### src/rtl/mul_sequencer_pkg.sv
// rtl/mul_sequencer_pkg.sv - shared state encoding and display constants for mul_sequencer
package mul_sequencer_pkg;

    typedef enum logic [2:0] {
        IDLE,
        START,
        WAIT,
        LOAD,
        SHOW,
        ERROR
    } seq_state_e;

    localparam int BCD_WIDTH = 20;
    // Wide enough to index any digit-level scroll position of the BCD shifter.
    localparam int POS_W = $clog2(BCD_WIDTH);

endpackage

### src/rtl/mul_sequencer_if.sv
// rtl/mul_sequencer_if.sv - operand, multiplier and shifter signals of mul_sequencer
interface mul_sequencer_if #(
    parameter int WIDTH = 8
);
    logic             go;
    logic [WIDTH-1:0] a_mag;
    logic [WIDTH-1:0] b_mag;
    logic             a_neg;
    logic             b_neg;
    logic             mul_done;
    logic             scroll_l;
    logic             scroll_r;
    logic [WIDTH-1:0] mul_a;
    logic [WIDTH-1:0] mul_b;
    logic             mul_start;
    logic             mul_rst;
    logic             sr_load;
    logic             sr_en;
    logic             sr_dir;
    logic             neg;
    logic             busy;
    logic             valid;
    logic             err;

    modport master (
        input  go, a_mag, b_mag, a_neg, b_neg, mul_done, scroll_l, scroll_r,
        output mul_a, mul_b, mul_start, mul_rst, sr_load, sr_en, sr_dir,
               neg, busy, valid, err
    );

    modport slave (
        output go, a_mag, b_mag, a_neg, b_neg, mul_done, scroll_l, scroll_r,
        input  mul_a, mul_b, mul_start, mul_rst, sr_load, sr_en, sr_dir,
               neg, busy, valid, err
    );
endinterface

### src/rtl/mul_sequencer_seq_timer.sv
// rtl/mul_sequencer_seq_timer.sv - cycle counter that flags the last permitted wait cycle
module seq_timer #(
    parameter int LIMIT = 20
) (
    input  logic clk,
    input  logic rst,
    input  logic clear,
    input  logic enable,
    output logic expired
);
    localparam int CW = $clog2(LIMIT + 1);

    logic [CW-1:0] count;

    always_ff @(posedge clk) begin
        if (rst || clear) begin
            count <= '0;
        end else if (enable) begin
            count <= count + CW'(1);
        end
    end

    // count holds completed cycles, so the current cycle is number count+1.
    assign expired = enable && (count == CW'(LIMIT - 1));
endmodule

### src/rtl/mul_sequencer.sv
// rtl/mul_sequencer.sv - sequences a multiply, loads the BCD shifter and handles scrolling
module mul_sequencer
    import mul_sequencer_pkg::*;
#(
    parameter int WIDTH   = 8,
    parameter int TIMEOUT = 2 * WIDTH + 4,
    parameter int POS_MAX = 1
) (
    input  logic           clk,
    input  logic           rst,
    mul_sequencer_if.master bus
);
    seq_state_e       state;
    logic [POS_W-1:0] pos;
    logic [WIDTH-1:0] mul_a, mul_b;
    logic             mul_start, mul_rst, sr_load, sr_en, sr_dir;
    logic             neg, busy, valid, err;
    logic             expired;

    seq_timer #(.LIMIT(TIMEOUT)) u_timer (
        .clk     (clk),
        .rst     (rst),
        .clear   (state != WAIT),
        .enable  (state == WAIT),
        .expired (expired)
    );

    always_ff @(posedge clk) begin
        if (rst) begin
            state     <= IDLE;
            pos       <= '0;
            mul_a     <= '0;
            mul_b     <= '0;
            mul_start <= 1'b0;
            mul_rst   <= 1'b1;
            sr_load   <= 1'b0;
            sr_en     <= 1'b0;
            sr_dir    <= 1'b0;
            neg       <= 1'b0;
            busy      <= 1'b0;
            valid     <= 1'b0;
            err       <= 1'b0;
        end else begin
            mul_start <= 1'b0;
            mul_rst   <= 1'b0;
            sr_load   <= 1'b0;
            sr_en     <= 1'b0;
            sr_dir    <= 1'b0;
            case (state)
                IDLE, SHOW, ERROR: begin
                    if (bus.go) begin
                        mul_a     <= bus.a_mag;
                        mul_b     <= bus.b_mag;
                        neg       <= bus.a_neg ^ bus.b_neg;
                        err       <= 1'b0;
                        valid     <= 1'b0;
                        busy      <= 1'b1;
                        pos       <= '0;
                        mul_start <= 1'b1;
                        state     <= START;
                    end else if (state == SHOW && (bus.scroll_l != bus.scroll_r)) begin
                        if (bus.scroll_l && pos < POS_W'(POS_MAX)) begin
                            sr_en  <= 1'b1;
                            sr_dir <= 1'b1;
                            pos    <= pos + POS_W'(1);
                        end else if (bus.scroll_r && pos != '0) begin
                            sr_en  <= 1'b1;
                            pos    <= pos - POS_W'(1);
                        end
                    end
                end
                START: state <= WAIT;
                WAIT: begin
                    if (bus.mul_done) begin
                        sr_load <= 1'b1;
                        state   <= LOAD;
                    end else if (expired) begin
                        err     <= 1'b1;
                        mul_rst <= 1'b1;
                        busy    <= 1'b0;
                        state   <= ERROR;
                    end
                end
                LOAD: begin
                    busy  <= 1'b0;
                    valid <= 1'b1;
                    state <= SHOW;
                end
                default: state <= IDLE;
            endcase
        end
    end

    assign bus.mul_a     = mul_a;
    assign bus.mul_b     = mul_b;
    assign bus.mul_start = mul_start;
    assign bus.mul_rst   = mul_rst;
    assign bus.sr_load   = sr_load;
    assign bus.sr_en     = sr_en;
    assign bus.sr_dir    = sr_dir;
    assign bus.neg       = neg;
    assign bus.busy      = busy;
    assign bus.valid     = valid;
    assign bus.err       = err;
endmodule

### src/flat_wrapper.sv
// flat-port wrapper written by rule: the top's interface ports become plain ports
module mul_sequencer_flat import mul_sequencer_pkg::*;
#(
    parameter int WIDTH   = 8,
    parameter int TIMEOUT = 2 * WIDTH + 4,
    parameter int POS_MAX = 1
)
  (clk, rst, bus_go, bus_a_mag, bus_b_mag, bus_a_neg, bus_b_neg, bus_mul_done, bus_scroll_l, bus_scroll_r, bus_mul_a, bus_mul_b, bus_mul_start, bus_mul_rst, bus_sr_load, bus_sr_en, bus_sr_dir, bus_neg, bus_busy, bus_valid, bus_err);
  mul_sequencer_if #(.WIDTH(WIDTH)) bus_i ();
  input  logic clk;
  input  logic rst;
  input wire logic [$bits(bus_i.go)-1:0] bus_go;
  input wire logic [$bits(bus_i.a_mag)-1:0] bus_a_mag;
  input wire logic [$bits(bus_i.b_mag)-1:0] bus_b_mag;
  input wire logic [$bits(bus_i.a_neg)-1:0] bus_a_neg;
  input wire logic [$bits(bus_i.b_neg)-1:0] bus_b_neg;
  input wire logic [$bits(bus_i.mul_done)-1:0] bus_mul_done;
  input wire logic [$bits(bus_i.scroll_l)-1:0] bus_scroll_l;
  input wire logic [$bits(bus_i.scroll_r)-1:0] bus_scroll_r;
  output wire logic [$bits(bus_i.mul_a)-1:0] bus_mul_a;
  output wire logic [$bits(bus_i.mul_b)-1:0] bus_mul_b;
  output wire logic [$bits(bus_i.mul_start)-1:0] bus_mul_start;
  output wire logic [$bits(bus_i.mul_rst)-1:0] bus_mul_rst;
  output wire logic [$bits(bus_i.sr_load)-1:0] bus_sr_load;
  output wire logic [$bits(bus_i.sr_en)-1:0] bus_sr_en;
  output wire logic [$bits(bus_i.sr_dir)-1:0] bus_sr_dir;
  output wire logic [$bits(bus_i.neg)-1:0] bus_neg;
  output wire logic [$bits(bus_i.busy)-1:0] bus_busy;
  output wire logic [$bits(bus_i.valid)-1:0] bus_valid;
  output wire logic [$bits(bus_i.err)-1:0] bus_err;
  assign bus_i.go = bus_go;
  assign bus_i.a_mag = bus_a_mag;
  assign bus_i.b_mag = bus_b_mag;
  assign bus_i.a_neg = bus_a_neg;
  assign bus_i.b_neg = bus_b_neg;
  assign bus_i.mul_done = bus_mul_done;
  assign bus_i.scroll_l = bus_scroll_l;
  assign bus_i.scroll_r = bus_scroll_r;
  assign bus_mul_a = bus_i.mul_a;
  assign bus_mul_b = bus_i.mul_b;
  assign bus_mul_start = bus_i.mul_start;
  assign bus_mul_rst = bus_i.mul_rst;
  assign bus_sr_load = bus_i.sr_load;
  assign bus_sr_en = bus_i.sr_en;
  assign bus_sr_dir = bus_i.sr_dir;
  assign bus_neg = bus_i.neg;
  assign bus_busy = bus_i.busy;
  assign bus_valid = bus_i.valid;
  assign bus_err = bus_i.err;
  mul_sequencer #(.WIDTH(WIDTH), .TIMEOUT(TIMEOUT), .POS_MAX(POS_MAX)) u_core (.clk(clk), .rst(rst), .bus(bus_i));
endmodule
### config.mk
export PLATFORM = sky130hd
export DESIGN_NAME = mul_sequencer_flat
export DESIGN_NICKNAME = d
export VERILOG_FILES = /design/src/rtl/mul_sequencer_pkg.sv /design/src/rtl/mul_sequencer_if.sv /design/src/rtl/mul_sequencer_seq_timer.sv /design/src/rtl/mul_sequencer.sv /design/src/flat_wrapper.sv
export SDC_FILE = /design/constraint.sdc
export NUM_CORES = 1
export LEC_CHECK = 0
export ABC_AREA = 1
export BUFFER_PORTS_ARGS = -buffer_cell sky130_fd_sc_hd__buf_2
export CAP_MARGIN = 0
export CORE_MARGIN = 4
export CORE_UTILIZATION = 45
export DETAILED_ROUTE_END_ITERATION = 12
export PLACE_DENSITY = 0.82
export SYNTH_ARGS = -nofsm -noshare
export SYNTH_HDL_FRONTEND = slang
export SYNTH_SLANG_ARGS = --single-unit
### constraint.sdc
create_clock -name clk -period 1.5 [get_ports clk]
set_clock_uncertainty 0.1 [all_clocks]
set_input_delay 0.075 -clock clk [delete_from_list [all_inputs] [get_ports clk]]
set_output_delay 0.075 -clock clk [all_outputs]
set_load 0.01 [all_outputs]
==> impl_metrics.tcl, run 1 <==
set metrics [dict create \
    status "complete, no violations" \
    crit_path_end_kind "register" \
    ioPinCount 49 \
    drive_above_1_share_pct 28.9 \
    vias 1664 \
    drcViolationCount 0 \
    start_util_pct 48.2 \
    crit_type "register to register" \
    wire_per_inst_um 12.0 \
    fill_cells 281 \
    yosysSeqAreaShare_pct 45.9 \
    htreeDepth 2 \
    fin_crit_ns 1.41 \
    ys_ff_latch 38 \
    drtAntennaViolNets 0 \
    vias_per_cell 4.94 \
    die_width_um 68.7 \
    timing.final.max_slew_violations 0 \
    critPathMaxFanout 6 \
    critical_path.startpoint "u_core.pos[0]" \
    start_kind "register" \
    clock_latency_ns 0.28 \
    hold_start "bus_scroll_r" \
    slew_headroom_pct 79.8 \
    die_y_um 68.7 \
    gp_congestion 0.900 \
    holdCritPathClass "primary input to register" \
    synth_area_um2 1660 \
    p_leak_nw 1.05 \
    num_rows 21 \
    diodes 0 \
    final_area_um2 2260 \
    cts_tree "done" \
    worstMarginPinSlew_ns 0.301 \
    post-route-util_pct 65.6 \
    clk_pin_slew_worst_paths_ns 0.07 \
    fmax_mhz 711 \
    p_per_area_nw_per_um2 1570 \
    finalHoldViolCount 0 \
    dr.pass1.iters 4 \
    cts_buffers 5 \
    dpl-instance-area_um2 1950 \
    grt-ovfl-total 0 \
    cts_root_buf "clkbuf_8" \
    r2r_cells 10 \
    fin_crit_sh_pct 93.7 \
    r2r_slack_ns 0.09 \
    min_path_cells 3 \
    ys_types 30 \
    grt_usage_pct 18.2 \
    fin_setup_tns_ns 0 \
    max_cap_violations 0 \
    port_buffers 48 \
    required_ns 1.62 \
    yosysWarningCount 0 \
    cts_setup_buffers 0 \
    antenna_found_initial 0 \
    grt_max_degree 24 \
    netlist_instances 219 \
    avgSynthCellArea_um2 7.58 \
    r2r-end "u_core.pos[1]" \
    drtIter0Drc 103 \
    cts_buffer_depth 2 \
    clock_sinks 38 \
    dp_hpwl_mm 2.57 \
    core_region_area_um2 3440 \
    seqCellArea_um2 768 \
    hold_end "u_core.bus.sr_en" \
    grt_pass1_vias 1504 \
    fin_nets 317 \
    arrival_ns 1.52 \
    wirelength_mm 4.03 \
    ir_worst_vdd_mv 0.944 \
    area_delta_synth_final_pct 36.1 \
    grt_pass1_wl_mm 6.46 \
    multiInputGateArea_um2 822 \
    setup_viol 0 \
    crit-reg2reg-launch "u_core.pos[0]" \
    syn-num-nets 246 \
    dieArea_um2 4720 \
]
through the flow:
| stage | hold WS [ns] | setup slack, ns | cells | power [mW] |
|---|---|---|---|---|
| 2_1_floorplan | 0.0779 | 0.0627 | 219 | 2.39 |
| 3_3_place_gp | 0.214 | 0.0804 | 311 | 2.69 |
| 5_1_grt | 0.00639 | -0.0133 | 337 | 3.83 |
| 4_1_cts | 0.00432 | 0.00694 | 338 | 3.50 |
| 6_report | 0.00589 | 0.0944 | 337 | 3.56 |
| 3_5_place_dp | 0.221 | 0.0240 | 311 | 2.72 |
area by class of cell:
type / count / area share, %
Clock buffer: 6 / 3.66
Timing Repair Buffer: 70 / 19.9
Tap cell: 46 / 2.55
Sequential cell: 38 / 34.0
Inverter: 16 / 2.88
Clock inverter: 2 / 0.554
Multi-Input combinational cell: 159 / 36.4
cells by family (layout without fill, tap and decap cells):
group,Yosys count,after routing,synth area share (%)
AOI/OAI and AO/OA,29,29,9.65
DFF,38,38,45.9
adders and majority gates,3,3,2.26
buffers and inverters,22,94,6.11
and+or+nand+nor,122,122,33.5
xor gates and xnor gates,5,5,2.64
power breakdown:
| part | total (mW) | switching [mW] | internal (mW) |
|---|---|---|---|
| sequential | 1.38 | 0.165 | 1.22 |
| clock | 0.722 | 0.353 | 0.369 |
| combinational | 1.45 | 0.868 | 0.584 |
worst max path at each step:
stage                          to  slack, ns  cells after the start
finish              u_core.pos[1]       0.09                     10
global route        u_core.pos[0]      -0.01                     10
CTS                 u_core.pos[1]      0.007                     10
detailed placement  u_core.pos[1]       0.02                     10
global placement    u_core.pos[2]       0.08                     10
floorplan           u_core.pos[2]       0.06                     10
cell usage in the layout (no fill, tap or decap), types with 2 or more instances in the layout:
master and n:
nand2_1 67, buf_2 48, dfxtp_1 34, nor2_1 25
a21oi_1 23, dlygate4sd3_1 18, nand3_1 12, inv_1 11
clkbuf_8 6, nand2_4 4, xnor2_1 4, buf_4 4
inv_2 3, dfxtp_2 3, nor2_2 2, o21ai_0 2
nand3_2 2, nand4_1 2, ha_1 2
repair_timing:
action                                  in CTS  in global routing
hold endpoints to repair                    18                  0
endpoints found under the setup margin       0                  6
hold buffers                                19                  0
gates resized for setup                      0                 13
metal layers:
metal | vias up | GRT usage (%) | part of all wire [%]
met3 | 4 | 4.38 | 7.0
met5 | - | 0 | 0
met4 | 0 | 7.06 | 0.82
met1 | 761 | 20.4 | 42
met2 | 59 | 33.0 | 50
li1 | 840 | - | -
flip-flops by register name, summed over array words and instances, names as in the netlist:
signal,cells
u_core.pos,5
u_core.bus.sr_en,1
u_core.bus.sr_dir,1
u_core.bus.err,1
u_core.u_timer.count,5
u_core.state,3
u_core.bus.mul_rst,1
u_core.bus.mul_a,8
u_core.bus.mul_b,8
u_core.bus.sr_load,1
u_core.bus.busy,1
u_core.bus.valid,1
u_core.bus.neg,1
u_core.bus.mul_start,1
synthesized netlist by cell type:
cell      instances  area [µm²]
a21oi_1          23         115
a21oi_4           1        16.3
a31oi_1           1        6.26
and2_4            1        8.76
buf_2             2        10.0
buf_8             1        15.0
clkbuf_1          3        11.3
clkinv_1          1        3.75
dfxtp_1          38         761
ha_1              3        37.5
inv_1            13        48.8
inv_2             1        3.75
inv_6             1        8.76
nand2_1          68         255
nand2_2           1        6.26
nand2_4           3        33.8
nand3_1          14        70.1
nand3b_1          1        7.51
nand4_1           2        12.5
nand4_4           1        21.3
nor2_1           25        93.8
nor2_2            3        18.8
nor3_1            1        5.00
nor3_4            1        16.3
o21ai_0           2        10.0
o21ai_1           1        5.00
o31ai_1           1        7.51
or2_2             1        6.26
xnor2_1           4        35.0
xor2_1            1        8.76
critical path, cell delays in order (launching register included):
cell and delay [ns]:
dfxtp_2 0.34, inv_1 0.08, ha_2 0.21, nand3_2 0.10, nand2_2 0.10, nand2_4 0.06, nand2_4 0.07, nand2_4 0.06
nand2_1 0.07, nand2_1 0.06, nor2_1 0.08
(Power assumes the default switching activity.)
==> inputs of run 2 (changes only) <==
- ABC_AREA: 1 -> default
- PLACE_DENSITY: 0.82 -> 0.83
- clock period: 1.5 -> 1.25 ns (I/O delays scaled with it)
==> impl_metrics.tcl, run 2 <==
set metrics [dict create \
    reg_top3 "u_core.bus.mul_a: 8 flops, u_core.bus.mul_b: 8 flops" \
    timing.final.ws_setup_ns -0.559 \
    vias 1737 \
    r2r-end "u_core.pos[3]" \
    required_ns 1.43 \
    fin_nets 321 \
    grt-ovfl-total 0 \
    syn-num-nets 206 \
    area_delta_synth_final_pct 80.1 \
    grt_setup_unrepaired "true" \
    yosysMostFrequentCell "dfxtp_1" \
    vias_per_cell 5.09 \
    avgSynthCellArea_um2 8.74 \
    dieArea_um2 4480 \
    drtIter0Drc 83 \
    ir_worst_vdd_mv 0.837 \
    clock_sinks 38 \
    r2r_slack_ns -0.56 \
    port_buffers 48 \
    setup_viol 35 \
    diodes 0 \
    wirelength_mm 5.50 \
    yosysSeqAreaShare_pct 48.6 \
    cts_buffer_depth 2 \
    min_path_cells 5 \
    synth_top_cell_by_area "dfxtp_1" \
    htreeDepth 2 \
    dr.pass1.iters 4 \
    start_kind "register" \
    critPathMaxFanout 5 \
    worstMarginPinSlew_ns 0.351 \
    yosysWarningCount 0 \
    wire_per_inst_um 16.1 \
    hold_end "u_core.bus.sr_dir" \
    yosys_most_used_dff "dfxtp_1" \
    synth_edf_count 0 \
    antenna_found_initial 0 \
    grt_max_degree 26 \
    clock_latency_ns 0.34 \
    ys_top_cells_by_count "dfxtp_1, nand2_1, a21oi_1, nor2_1, inv_1" \
    max_stage_delay_ns 0.45 \
    fin_crit_ns 1.81 \
    ys_top_cells_by_area "dfxtp_1, nand2_1, a21oi_1, nor2_1, ha_1" \
    finalHoldViolCount 0 \
    status "finished, violations left" \
    ioPinCount 49 \
    arrival_ns 1.99 \
    drtAntennaViolNets 0 \
    cts_tree "done" \
    clk_pin_slew_worst_paths_ns 0.11 \
    p_leak_nw 1.27 \
    fin_crit_sh_pct 145 \
    holdCritPathClass "primary input to register" \
    grt_pass1_wl_mm 8.11 \
    cp.depth 7 \
    num_rows 21 \
    mostFrequentLayoutCell "buf_2" \
    grt_usage_pct 24.7 \
    core_region_area_um2 3340 \
    timing.final.max_slew_violations 0 \
    grt_pass1_vias 1812 \
    final_cell_mix "buf_2, dfxtp_1, buf_4" \
    synth_area_um2 1560 \
    drive_above_1_share_pct 52.9 \
    power_mw 3.09 \
    crit_family "compound AO/OA/AOI/OAI gates" \
    cts_buffers 5 \
    crit_path_end_kind "register" \
    gp_congestion 0.871 \
    cp_num_buf_inv 2 \
    p_per_area_nw_per_um2 1100 \
    hold_start "rst" \
    ys_types 39 \
    crit-reg2reg-launch "u_core.pos[1]" \
    die_width_um 67.0 \
    drcViolationCount 0 \
    slew_headroom_pct 76.6 \
    synth_top_cell_area_share_pct 48.6 \
    die_y_um 67.0 \
    max_cap_violations 0 \
    synthArstFlopShare_pct 0 \
    netlist_instances 179 \
    crit_chain "inv_4 -> ha_4 -> or4b_4 -> a22oi_2 -> buf_6 -> o211ai_1 -> a21oi_1" \
    ys_ff_latch 38 \
    failed_checks "negative setup slack" \
    start_util_pct 46.9 \
    cts_root_buf "clkbuf_4" \
    crit_type "register to register" \
    dp_hpwl_mm 2.75 \
    critPathSlowestCell "or4b_4" \
    fin_setup_tns_ns -7.25 \
    r2r_cells 7 \
    fmax_mhz 553 \
]
run 2: power by group:
group | leakage, nW | total [mW] | internal, mW | switching, mW
clock | 0.0343 | 0.696 | 0.271 | 0.425
combinational | 0.923 | 1.05 | 0.559 | 0.489
sequential | 0.313 | 1.34 | 1.29 | 0.0492
run 2: kinds of logic after synthesis:
| family | share of synthesized area, % |
|---|---|
| DFF | 48.6 |
| AOI/OAI and AO/OA | 16.4 |
| and+or+nand+nor | 24.1 |
| buffers and inverters | 3.84 |
| adders and majority gates | 2.40 |
| xor gates and xnor gates | 3.36 |
| muxes | 1.28 |
run 2: layout make-up:
cell class | instances | area (µm²)
Inverter | 8 | 32.5
Clock inverter | 2 | 12.5
Sequential cell | 38 | 773
Fill cell | 182 | 520
Timing Repair Buffer | 114 | 910
Tap cell | 46 | 57.6
Clock buffer | 6 | 51.3
Multi-Input combinational cell | 127 | 980
run 2: worst max path at each step:
stage / from / endpoint / slack, ns
after floorplan: u_core.pos[1] / u_core.pos[2] / -0.48
after global routing: u_core.pos[1] / u_core.pos[3] / -0.64
after detailed placement: u_core.pos[1] / u_core.pos[1] / -0.48
after CTS: u_core.pos[1] / u_core.pos[4] / -0.48
after global placement: u_core.pos[1] / u_core.pos[1] / -0.44
final: u_core.pos[1] / u_core.pos[3] / -0.56
run 2: metal layers:
layer	GRT usage [%]	share of wire (%)
met4	10.9	2.3
met2	45.4	52
met3	7.76	7.2
met1	25.3	39
met5	0	0
run 2: timing repair:
| item | in CTS | in global routing |
|---|---|---|
| setup buffers | 9 | 6 |
| cloned | 2 | 0 |
| endpoints found under the hold margin | 21 | 0 |
| hold buffers | 20 | 0 |
| pin swaps | 26 | 22 |
| endpoints found under the setup margin | 36 | 36 |
| gates resized for setup | 37 | 33 |
run 2: worst reg2reg max path, stage by stage, from the launching register on:
cell and delay (ns):
dfxtp_4 0.37, inv_4 0.06, ha_4 0.13, or4b_4 0.45
a22oi_2 0.20, buf_6 0.15, o211ai_1 0.10, a21oi_1 0.19
run 2: through the flow:
step	utilization, %	hold slack (ns)	area (µm²)	setup WS [ns]	cells
finish	84.4	0.0705	2820	-0.559	341
global route	84.4	0.0843	2820	-0.644	341
CTS	79.8	0.0470	2660	-0.479	336
detailed placement	63.6	0.209	2120	-0.480	297
global placement	63.6	0.202	2120	-0.437	297
floorplan	-	0.0985	1610	-0.482	179
